===== config.mk =====
export PLATFORM = sky130hd
export DESIGN_NAME = mips_multicycle
export DESIGN_NICKNAME = d
export VERILOG_FILES = /design/src/rtl/mips_pkg.sv /design/src/rtl/mc_control.sv /design/src/rtl/mips_multicycle.sv
export SDC_FILE = /design/constraint.sdc
export NUM_CORES = 2
export LEC_CHECK = 0
export ABC_AREA = 0
export BUFFER_PORTS_ARGS = -buffer_cell sky130_fd_sc_hd__buf_2
export CORE_MARGIN = 5
export CORE_UTILIZATION = 50
export DETAILED_ROUTE_END_ITERATION = 16
export PLACE_DENSITY = 0.66
export SLEW_MARGIN = 20
export SYNTH_ARGS = -nofsm -noshare
export SYNTH_HDL_FRONTEND = slang
export SYNTH_HIERARCHICAL = 1
export SYNTH_SLANG_ARGS = --single-unit
export TNS_END_PERCENT = 100

===== constraint.sdc =====
create_clock -name clk -period 8.7 [get_ports clk]
set_input_delay 1.74 -clock clk [delete_from_list [all_inputs] [get_ports clk]]
set_output_delay 1.74 -clock clk [all_outputs]
set_load 0.005 [all_outputs]

===== src/rtl/mips_pkg.sv =====
// Shared constants and types for the multi-cycle MIPS core: opcodes, functs,
// ALU operations, ALU source-B selects and the controller state encoding.
package mips_pkg;

  localparam logic [5:0] OP_RTYPE = 6'h00;
  localparam logic [5:0] OP_LW    = 6'h23;
  localparam logic [5:0] OP_SW    = 6'h2B;
  localparam logic [5:0] OP_BEQ   = 6'h04;
  localparam logic [5:0] OP_ADDI  = 6'h08;
  localparam logic [5:0] OP_J     = 6'h02;

  localparam logic [5:0] FN_ADD = 6'h20;
  localparam logic [5:0] FN_SUB = 6'h22;
  localparam logic [5:0] FN_AND = 6'h24;
  localparam logic [5:0] FN_OR  = 6'h25;
  localparam logic [5:0] FN_SLT = 6'h2A;

  typedef enum logic [2:0] {ALU_ADD, ALU_SUB, ALU_AND, ALU_OR, ALU_SLT} aluop_t;

  typedef enum logic [1:0] {SRCB_B, SRCB_FOUR, SRCB_IMM, SRCB_IMM4} srcb_t;

  typedef enum logic [3:0] {
    S_FETCH, S_DECODE, S_MEMADR, S_MEMRD, S_MEMWB, S_MEMWR, S_EXEC,
    S_ALUWB, S_ADDIEX, S_ADDIWB, S_BRANCH, S_JUMP, S_ERROR
  } state_t;

  function automatic logic rtype_legal(input logic [5:0] fn);
    return (fn == FN_ADD) || (fn == FN_SUB) || (fn == FN_AND) ||
           (fn == FN_OR)  || (fn == FN_SLT);
  endfunction

  function automatic aluop_t funct_to_aluop(input logic [5:0] fn);
    case (fn)
      FN_SUB:  return ALU_SUB;
      FN_AND:  return ALU_AND;
      FN_OR:   return ALU_OR;
      FN_SLT:  return ALU_SLT;
      default: return ALU_ADD;
    endcase
  endfunction

endpackage


===== src/rtl/mc_control.sv =====
// Multi-cycle controller: sequences each instruction through its states and
// owns the registered memory request, write strobe and sticky illegal flag.
module mc_control
  import mips_pkg::*;
(
  input  logic       clk,
  input  logic       reset,
  input  logic [5:0] opcode,
  input  logic [5:0] funct,
  input  logic       mem_ready,
  output logic       mem_req,
  output logic       mem_we,
  output logic       illegal,
  output logic       irwrite,
  output logic       pcinc,
  output logic       abwrite,
  output logic       aluoutwrite,
  output logic       mdrwrite,
  output logic       regwrite,
  output logic       regdst,
  output logic       memtoreg,
  output logic       iord,
  output logic       alusrca,
  output logic       branch,
  output logic       jump,
  output logic       retire,
  output srcb_t      alusrcb,
  output aluop_t     aluop
);

  state_t state;
  logic   done;

  assign done = mem_req & mem_ready;

  // mem_req is computed for the state being entered, so it is already high in
  // the first cycle of FETCH/MEMRD/MEMWR except straight after reset.
  always_ff @(posedge clk or negedge reset) begin
    if (!reset) begin
      state   <= S_FETCH;
      mem_req <= 1'b0;
      mem_we  <= 1'b0;
      illegal <= 1'b0;
    end else begin
      case (state)
        S_FETCH: begin
          if (done) begin
            state   <= S_DECODE;
            mem_req <= 1'b0;
          end else begin
            mem_req <= 1'b1;
          end
        end
        S_DECODE: begin
          case (opcode)
            OP_LW, OP_SW: state <= S_MEMADR;
            OP_BEQ:       state <= S_BRANCH;
            OP_ADDI:      state <= S_ADDIEX;
            OP_J:         state <= S_JUMP;
            OP_RTYPE: begin
              if (rtype_legal(funct)) begin
                state <= S_EXEC;
              end else begin
                state   <= S_ERROR;
                illegal <= 1'b1;
              end
            end
            default: begin
              state   <= S_ERROR;
              illegal <= 1'b1;
            end
          endcase
        end
        S_MEMADR: begin
          state   <= (opcode == OP_SW) ? S_MEMWR : S_MEMRD;
          mem_req <= 1'b1;
          mem_we  <= (opcode == OP_SW);
        end
        S_MEMRD: begin
          if (done) begin
            state   <= S_MEMWB;
            mem_req <= 1'b0;
          end
        end
        S_MEMWR: begin
          if (done) begin
            state  <= S_FETCH;
            mem_we <= 1'b0;
          end
        end
        S_EXEC:   state <= S_ALUWB;
        S_ADDIEX: state <= S_ADDIWB;
        S_MEMWB, S_ALUWB, S_ADDIWB, S_BRANCH, S_JUMP: begin
          state   <= S_FETCH;
          mem_req <= 1'b1;
        end
        S_ERROR: begin
          mem_req <= 1'b0;
          mem_we  <= 1'b0;
          illegal <= 1'b1;
        end
        default: state <= S_ERROR;
      endcase
    end
  end

  always_comb begin
    irwrite     = 1'b0;
    pcinc       = 1'b0;
    abwrite     = 1'b0;
    aluoutwrite = 1'b0;
    mdrwrite    = 1'b0;
    regwrite    = 1'b0;
    regdst      = 1'b0;
    memtoreg    = 1'b0;
    iord        = 1'b0;
    alusrca     = 1'b0;
    branch      = 1'b0;
    jump        = 1'b0;
    retire      = 1'b0;
    alusrcb     = SRCB_B;
    aluop       = ALU_ADD;
    case (state)
      S_FETCH: begin
        irwrite = done;
        pcinc   = done;
        alusrcb = SRCB_FOUR;
      end
      S_DECODE: begin
        abwrite     = 1'b1;
        aluoutwrite = 1'b1;
        alusrcb     = SRCB_IMM4;
      end
      S_MEMADR, S_ADDIEX: begin
        aluoutwrite = 1'b1;
        alusrca     = 1'b1;
        alusrcb     = SRCB_IMM;
      end
      S_MEMRD: begin
        iord     = 1'b1;
        mdrwrite = done;
      end
      S_MEMWB: begin
        regwrite = 1'b1;
        memtoreg = 1'b1;
        retire   = 1'b1;
      end
      S_MEMWR: begin
        iord   = 1'b1;
        retire = done;
      end
      S_EXEC: begin
        aluoutwrite = 1'b1;
        alusrca     = 1'b1;
        aluop       = funct_to_aluop(funct);
      end
      S_ALUWB: begin
        regwrite = 1'b1;
        regdst   = 1'b1;
        retire   = 1'b1;
      end
      S_ADDIWB: begin
        regwrite = 1'b1;
        retire   = 1'b1;
      end
      S_BRANCH: begin
        branch = 1'b1;
        retire = 1'b1;
      end
      S_JUMP: begin
        jump   = 1'b1;
        retire = 1'b1;
      end
      default: ;
    endcase
  end

endmodule


===== src/rtl/mips_multicycle.sv =====
// Multi-cycle MIPS core on one shared request/ready memory port: datapath,
// register file and ALU, sequenced by mc_control.
module mips_multicycle
  import mips_pkg::*;
#(
  parameter logic [31:0] RESET_PC = 32'h0000_0000,
  parameter int unsigned CNT_W    = 32
) (
  input  logic             clk,
  input  logic             reset,
  output logic             mem_req,
  output logic             mem_we,
  output logic [31:0]      mem_addr,
  output logic [31:0]      mem_wdata,
  input  logic [31:0]      mem_rdata,
  input  logic             mem_ready,
  output logic [31:0]      pc,
  output logic             illegal,
  output logic [CNT_W-1:0] instret
);

  logic [31:0] ir, mdr, a, b, aluout;
  logic [31:0] rf [32];
  logic [31:0] signimm, srca, srcb, alu_y, wdata;
  logic [4:0]  rs, rt, rd, wreg;

  logic   irwrite, pcinc, abwrite, aluoutwrite, mdrwrite, regwrite;
  logic   regdst, memtoreg, iord, alusrca, branch, jump, retire;
  srcb_t  alusrcb;
  aluop_t aluop;

  mc_control u_control (
    .clk         (clk),
    .reset       (reset),
    .opcode      (ir[31:26]),
    .funct       (ir[5:0]),
    .mem_ready   (mem_ready),
    .mem_req     (mem_req),
    .mem_we      (mem_we),
    .illegal     (illegal),
    .irwrite     (irwrite),
    .pcinc       (pcinc),
    .abwrite     (abwrite),
    .aluoutwrite (aluoutwrite),
    .mdrwrite    (mdrwrite),
    .regwrite    (regwrite),
    .regdst      (regdst),
    .memtoreg    (memtoreg),
    .iord        (iord),
    .alusrca     (alusrca),
    .branch      (branch),
    .jump        (jump),
    .retire      (retire),
    .alusrcb     (alusrcb),
    .aluop       (aluop)
  );

  assign rs        = ir[25:21];
  assign rt        = ir[20:16];
  assign rd        = ir[15:11];
  assign signimm   = {{16{ir[15]}}, ir[15:0]};
  assign wreg      = regdst ? rd : rt;
  assign wdata     = memtoreg ? mdr : aluout;
  assign mem_addr  = iord ? aluout : pc;
  assign mem_wdata = b;

  always_comb begin
    srca = alusrca ? a : pc;
    case (alusrcb)
      SRCB_FOUR: srcb = 32'd4;
      SRCB_IMM:  srcb = signimm;
      SRCB_IMM4: srcb = {signimm[29:0], 2'b00};
      default:   srcb = b;
    endcase
    case (aluop)
      ALU_SUB: alu_y = srca - srcb;
      ALU_AND: alu_y = srca & srcb;
      ALU_OR:  alu_y = srca | srcb;
      ALU_SLT: alu_y = {31'd0, $signed(srca) < $signed(srcb)};
      default: alu_y = srca + srcb;
    endcase
  end

  always_ff @(posedge clk or negedge reset) begin
    if (!reset) begin
      pc      <= RESET_PC;
      ir      <= '0;
      mdr     <= '0;
      a       <= '0;
      b       <= '0;
      aluout  <= '0;
      instret <= '0;
      for (int unsigned i = 0; i < 32; i++) rf[i] <= '0;
    end else begin
      if (irwrite) ir <= mem_rdata;
      if (mdrwrite) mdr <= mem_rdata;
      if (pcinc) begin
        pc <= alu_y;
      end else if (branch && (a == b)) begin
        pc <= aluout;
      end else if (jump) begin
        pc <= {pc[31:28], ir[25:0], 2'b00};
      end
      if (abwrite) begin
        a <= rf[rs];
        b <= rf[rt];
      end
      if (aluoutwrite) aluout <= alu_y;
      // $0 is never written, so it reads as zero without a read-side mux.
      if (regwrite && (wreg != 5'd0)) rf[wreg] <= wdata;
      if (retire) instret <= instret + CNT_W'(1);
    end
  end

endmodule


After elaboration in Yosys (flattened, before gate mapping)
Cells that the tools add are included.
{"block": "word_totals", "register_bits": 1255, "inputBits": 35}
{"block": "op_classes", "addsub": 3, "order_cmp": 5, "n_eq_ne": 35, "muxes": 47, "bitwise_logic": 7, "n_reduce_logical": 28}
{"operator": "$bwmux W1024", "count": 1}
{"operator": "$bmux W32 S5", "count": 2}
{"operator": "$mux W32", "count": 10}
{"operator": "$demux W32 S5", "count": 1}
{"operator": "$pmux W32 S4", "count": 1}
{"operator": "$pmux W32 S3", "count": 1}
{"operator": "$eq A6 B6 Y1 const B", "count": 7}
{"operator": "$pmux W4 S9", "count": 1}
{"operator": "$add A32 B1 Y32 const B", "count": 1}
{"operator": "$add A32 B32 Y32", "count": 1}
{"operator": "$and A32 B32 Y32", "count": 1}
{"operator": "$eq A32 B32 Y1", "count": 1}
{"operator": "$lt A32 B32 Y1", "count": 1}
{"operator": "$or A32 B32 Y32", "count": 1}
{"operator": "$sub A32 B32 Y32", "count": 1}
{"operator": "$mux W28", "count": 1}
{"operator": "$eq A4 B4 Y1 const B", "count": 5}
{"operator": "$pmux W4 S5", "count": 1}
{"operator": "$ge A6 B6 Y1 const B", "count": 3}
{"operator": "$not A5 Y6", "count": 3}
{"operator": "$eq A4 B3 Y1 const B", "count": 4}
{"operator": "$mux W4", "count": 4}
{"operator": "$mux W1", "count": 14}
{"operator": "$pmux W3 S4", "count": 1}
{"operator": "38 further kinds", "count": 58}

Depth between registers and ports, before layout
{"block": "depth", "word_depth": 9, "mapped_depth": 21}

Modules after synthesis
The synthesis kept the hierarchy.
{"module": "mips_multicycle", "n_inst": 1, "cells_per_inst": 5960, "area_per_inst_um2": 67093.1}
{"module": "mc_control", "n_inst": 1, "cells_per_inst": 128, "area_per_inst_um2": 892.1}

Worst setup path before layout
OpenSTA, ideal clock, no wires.
{"block": "synth_timing", "path_type": "reg-to-reg", "from": "register u_control.state[1]", "to": "register aluout[30]", "arrival_time_ps": 4673, "t_required_ps": 8575, "path_slack_ps": 3902, "stages_incl_launch_ff": 22, "path_cell_list": "dfrtp_1 -> buf_2 -> buf_2 -> nor2_1 -> nor2_1 -> a211oi_1 -> clkbuf_1 -> clkbuf_1 -> mux2i_1 -> nor2_1 -> ha_1 -> inv_1 -> fa_1 -> nand2b_1 -> a21oi_1 -> o211ai_1 -> nand2_1 -> a21oi_2 -> o41ai_2 -> a21oi_1 -> o32a_1 -> mux2_2"}
{"block": "synth_via", "elab_chain_len": 7, "word_cells_on_any_way": 26, "cone_classes": "add/sub: 2; eq/ne: 11; mux: 7; bitwise: 2; reduce/logical: 4"}
{"item": "from (decl)", "line": "mc_control.sv:31", "text": "state_t state;"}
{"item": "from (signal assigned)", "line": "mc_control.sv:75", "text": "state <= (opcode == OP_SW) ? S_MEMWR : S_MEMRD;"}
{"item": "$eq A4 B2 Y1 / $eq A4 B4 Y1 (equally long branches)", "line": "mc_control.sv:123", "text": "case (state)"}
{"item": "$reduce_or A2 Y1", "line": "mc_control.sv:123"}
{"item": "$pmux W2 S3 (*)", "line": "mc_control.sv:123"}
{"item": "net alusrcb[1]", "line": "mips_multicycle.sv:29", "text": "srcb_t alusrcb;"}
{"item": "$eq A2 B2 Y1 / $eq A2 B1 Y1 (equally long branches)", "line": "mips_multicycle.sv:69", "text": "case (alusrcb)"}
{"item": "$pmux W32 S3 (*)", "line": "mips_multicycle.sv:69"}
{"item": "$add A32 B32 Y32 (tied with other cells)", "line": "mips_multicycle.sv:80", "text": "default: alu_y = srca + srcb;"}
{"item": "$pmux W32 S4 (*)", "line": "mips_multicycle.sv:75", "text": "case (aluop)"}
{"item": "to (signal assigned)", "line": "mips_multicycle.sv:108", "text": "if (aluoutwrite) aluout <= alu_y;"}
{"item": "to (decl)", "line": "mips_multicycle.sv:22", "text": "logic [31:0] ir, mdr, a, b, aluout;"}
The timed path passes the listed nets; every way through them passes the cells marked *.
A chain may end at the register's enable or synchronous reset.

Final worst setup path
{"block": "layout_timing", "from": "register u_control.state[0]", "to": "register aluout[28]"}
The elaborated chain is that of the path after synthesis.

==> results summary <==
The tightest min-delay check is of the flop to flop type. The startpoint type of the worst setup path is a flop. The post-CTS repair timing setup buffer count is 0. The analysis attributes to cell leakage a power of about 32 nW. The post-route clock period utilization is 0.676. The post-synthesis sequential area ratio is 0.462.

The first global-routing pass estimated 325000 microns of wire. The cell count after synthesis came out at 6088. The overall via count from detail_route is 50500. The hold buffer count at CTS is 0. Data on the critical path is required at its endpoint by 9.32 ns. The flow ran to the end, and the final reports show no timing, DRC or antenna violations. Pin placement for this block handled between 150 and 200 I/O pins. The number of warnings issued by yosys came out at 6.

The number of gates given a new drive strength after cts is 0. Counting the buffers created by CTS gives ~140. The number of library cell types mapped by synthesis came out at 95. The number of vias per cell came out at 6.46. The peak ir drop on the vdd network came out at approximately 0.17 mV. Walking the worst path, the cells encountered are clkinv_1, a211oi_4, and2_0, nand2_1, o21ai_0, ha_1, a21oi_1, nand2_1, o211ai_1, nand2_1, a21oi_2, o41ai_2, a221o_1, a221oi_1, a21oi_1.

The tree is rooted in a sky130_fd_sc_hd__clkbuf_16. The clock period minus worst slack came out at between 5 and 6 ns. The number of violations reported at the end of detailed-routing iteration 0 came out at about 6100.

The post-synthesis instance area is between 60000 and 70000 sq um. The initialized floorplan defines roughly 140 standard-cell rows. Entering global routing, the biggest net connects around 170 pins. The number of antenna violations at the first check in global routing is 9. For this configuration, the core starts out at a cell density of 0.502.

The final core utilization is 0.553. The number of register bits inferred by synthesis came out at roughly 1300. The worst setup path endpoint is aluout[28]$_DFFE_PN0P_. The most instantiated flip-flop cell in the synthesis netlist is sky130_fd_sc_hd__dfrtp_1.

The placed cell area is around 70000 sq um. The post-detailed-route count of antenna-violating nets is 0. The slowest stage of the critical path belongs to the cell sky130_fd_sc_hd__and2_0. The clock-pin slew on the worst setup and hold paths is around 0.06 ns. The final instance area came out at 74800 sq um. The count of pins over their slew limit was 0.

After layout, the worst setup slack is about 2.8 ns. The sum of negative setup slack is 0 ns. The aggregate routed wire length is 218000 microns.

The number of global-route vias before repair came out at around 50000. The final-report hold violation count came out at 0. The clock arrives with roughly 0.034 ns of skew.

In this run the worst setup path begins at u_control/state[0]$_DFFE_PN0P_. The count of flip-flops with a built-in enable after synthesis is 0. The number of buffer cells added on primary ports came out at roughly 170. After detailed routing, the average wire length per cell comes to 27.9 microns.

The number of failing setup endpoints in the final timing report is 0. The count of nets after finishing is 6062. The average cell area after synthesis came out at 11.2 sq um.

The depth of the CTS H-tree came out at 4. Data arrives at the worst endpoint at 6.50 ns. The buffer levels on the longest clock path came out at 3. The filler cell count in the final layout came out at ~11000.

Timing analysis after detailed placement gives a worst setup slack of just over 3 ns. Synthesis produced a netlist with a net count of between 6000 and 7000. For this design the ratio of total power to cell area is between 150 and 200 nW/um^2. The count of maximum capacitance violations came out at 0. The most numerous cell type found on the critical path is sky130_fd_sc_hd__nand2_1. The worst register-to-register path begins at u_control/state[0]$_DFFE_PN0P_. The fraction of synthesis flops using an asynchronous set or reset pin came out at 1.00. The area growth from synthesis to layout is 10.0%. The number of cells traversed by the worst register-to-register path came out at 15. The length of the first detailed-routing pass in iterations is 9. The setup slack of the most critical reg-to-reg path came out at roughly 2.8 ns. The remaining global-route overflow is 0.

The die outline height came out at between 300 and 400 microns. The critical path is of the flop to flop type. In the global route stage, overall resource usage came out at 0.305. The layout cell share with drive strength beyond 1 is 0.233. The number of design rule violations left after detail routing is 0. The clock drives between 1000 and 1500 sinks. The area of the core came out at 135000 sq um. The worst max-slew margin expressed relative to the limit came out at 0.228.

Setup repair after global routing left no endpoint under its margin. The congestion estimate from routability-driven global placement came to roughly 0.96. The slew at the pin with the worst max-slew slack came out at roughly 1.2 ns. The placed wire-length estimate came out at 132000 microns.

The die area came out at 143000 sq um. The die extent in x came out at 379 microns. The worst register-to-register path ends at aluout[28]$_DFFE_PN0P_.

At the later pin of the worst-skew pair, clock insertion delay measures 0.79 ns. The highest net fanout along the worst path is 18. The TritonCTS clock tree is built. For this run, the top clock speed supported by timing is 0.170 GHz. STA classifies the critical path endpoint as a flop.

The longest individual stage delay on the worst path is between 0.8 and 0.9 ns.
## synth_stat cells, types with 30 or more instances
cell,n,area (sq um)
sky130_fd_sc_hd__xnor2_1,61,534
sky130_fd_sc_hd__buf_2,65,325
sky130_fd_sc_hd__mux4_2,641,14400
sky130_fd_sc_hd__a21o_1,34,255
sky130_fd_sc_hd__o21ai_0,322,1610
sky130_fd_sc_hd__nand2_1,345,1290
sky130_fd_sc_hd__nor2_1,1000,3750
sky130_fd_sc_hd__mux2i_1,149,1490
sky130_fd_sc_hd__dfrtp_1,1255,31400
sky130_fd_sc_hd__clkbuf_1,478,1790
sky130_fd_sc_hd__buf_1,42,158
sky130_fd_sc_hd__nor3_1,32,160
sky130_fd_sc_hd__inv_1,121,454
sky130_fd_sc_hd__nand3_1,30,150
sky130_fd_sc_hd__mux2_2,127,1430
sky130_fd_sc_hd__ha_1,97,1210
sky130_fd_sc_hd__a21oi_1,938,4690
## per-layer routing
layer | track usage | up-vias | wire length, microns
met2 | 0.473 | 2600 | 99800
li1 | - | 21700 | -
met4 | 0.140 | 6 | 11300
met1 | 0.416 | 25700 | 86000
met3 | 0.0680 | 551 | 21000
met5 | 0 | - | 46
## how the worst min path moves through the flow
stage | start | to | depth (start not counted)
2_1_floorplan | rf[1000]$_DFFE_PN0P_ | rf[1000]$_DFFE_PN0P_ | 1
3_3_place_gp | rf[1015]$_DFFE_PN0P_ | rf[1015]$_DFFE_PN0P_ | 0
3_5_place_dp | rf[1014]$_DFFE_PN0P_ | rf[1014]$_DFFE_PN0P_ | 0
4_1_cts | rf[1020]$_DFFE_PN0P_ | rf[1020]$_DFFE_PN0P_ | 0
5_1_grt | rf[1014]$_DFFE_PN0P_ | rf[1014]$_DFFE_PN0P_ | 0
6_report | rf[992]$_DFFE_PN0P_ | rf[992]$_DFFE_PN0P_ | 0
## power breakdown
| part | switching [W] | internal, W |
|---|---|---|
| Combinational | 0.000122 | 0.0000139 |
| Clock | 0.00252 | 0.00339 |
| Sequential | 0 | 0.00584 |
## layout make-up
type	count	area, sq um	area share
timing repair buffer	294	1960	0.0262
clock buffer	195	3940	0.0527
multi-input combinational	4117	34200	0.457
tap	1781	2230	0.0298
antenna	3	7.51	0.000100
inverter	123	464	0.00621
clock inverter	56	599	0.00801
sequential	1255	31400	0.420
## cell families after synthesis
family	share of synthesized area
and+or+nand+nor	0.0913
AOI/OAI and AO/OA	0.122
DFF	0.462
muxes	0.256
buffers and inverters	0.0414
adders and majority gates	0.0184
xor gates and xnor gates	0.00928
## cells in the final DEF (no fill, tap or decap), types with 97 or more instances in the layout
master / count
sky130_fd_sc_hd__dfrtp_1: 1245
sky130_fd_sc_hd__nor2_1: 978
sky130_fd_sc_hd__a21oi_1: 938
sky130_fd_sc_hd__mux4_2: 641
sky130_fd_sc_hd__nand2_1: 345
sky130_fd_sc_hd__o21ai_0: 322
sky130_fd_sc_hd__buf_2: 164
sky130_fd_sc_hd__clkbuf_16: 139
sky130_fd_sc_hd__mux2_2: 127
sky130_fd_sc_hd__inv_1: 120
sky130_fd_sc_hd__mux2i_1: 117
sky130_fd_sc_hd__buf_4: 117
sky130_fd_sc_hd__ha_1: 97
## critical path, delay by kind of cell, from the launching register on
kind,cells,cell delay [ns]
buf+inv,1,0.39
compound gates,9,2.91
fa+ha+maj,1,0.39
flops,1,0.75
simple gates,4,1.24
## sequential cells by signal (all words and copies together), names as in the netlist
register / count
rf: 1024
a: 32
aluout: 32
instret: 32
ir: 32
mdr: 32
mem_wdata: 32
pc: 32
u_control/state: 4
u_control/illegal: 1
u_control/mem_req: 1
u_control/mem_we: 1
## metrics by stage
| stage | power, W | cells | hold WS, ns |
|---|---|---|---|
| 2_1_floorplan | 0.00595 | 6088 | 0.441 |
| 3_3_place_gp | 0.00609 | 7569 | 0.376 |
| 3_5_place_dp | 0.00609 | 7570 | 0.382 |
| 4_1_cts | 0.0120 | 7821 | 0.396 |
| 5_1_grt | 0.0122 | 7822 | 0.407 |
| 6_report | 0.0119 | 7824 | 0.393 |
Note: power is estimated with default switching activity, not from simulation.
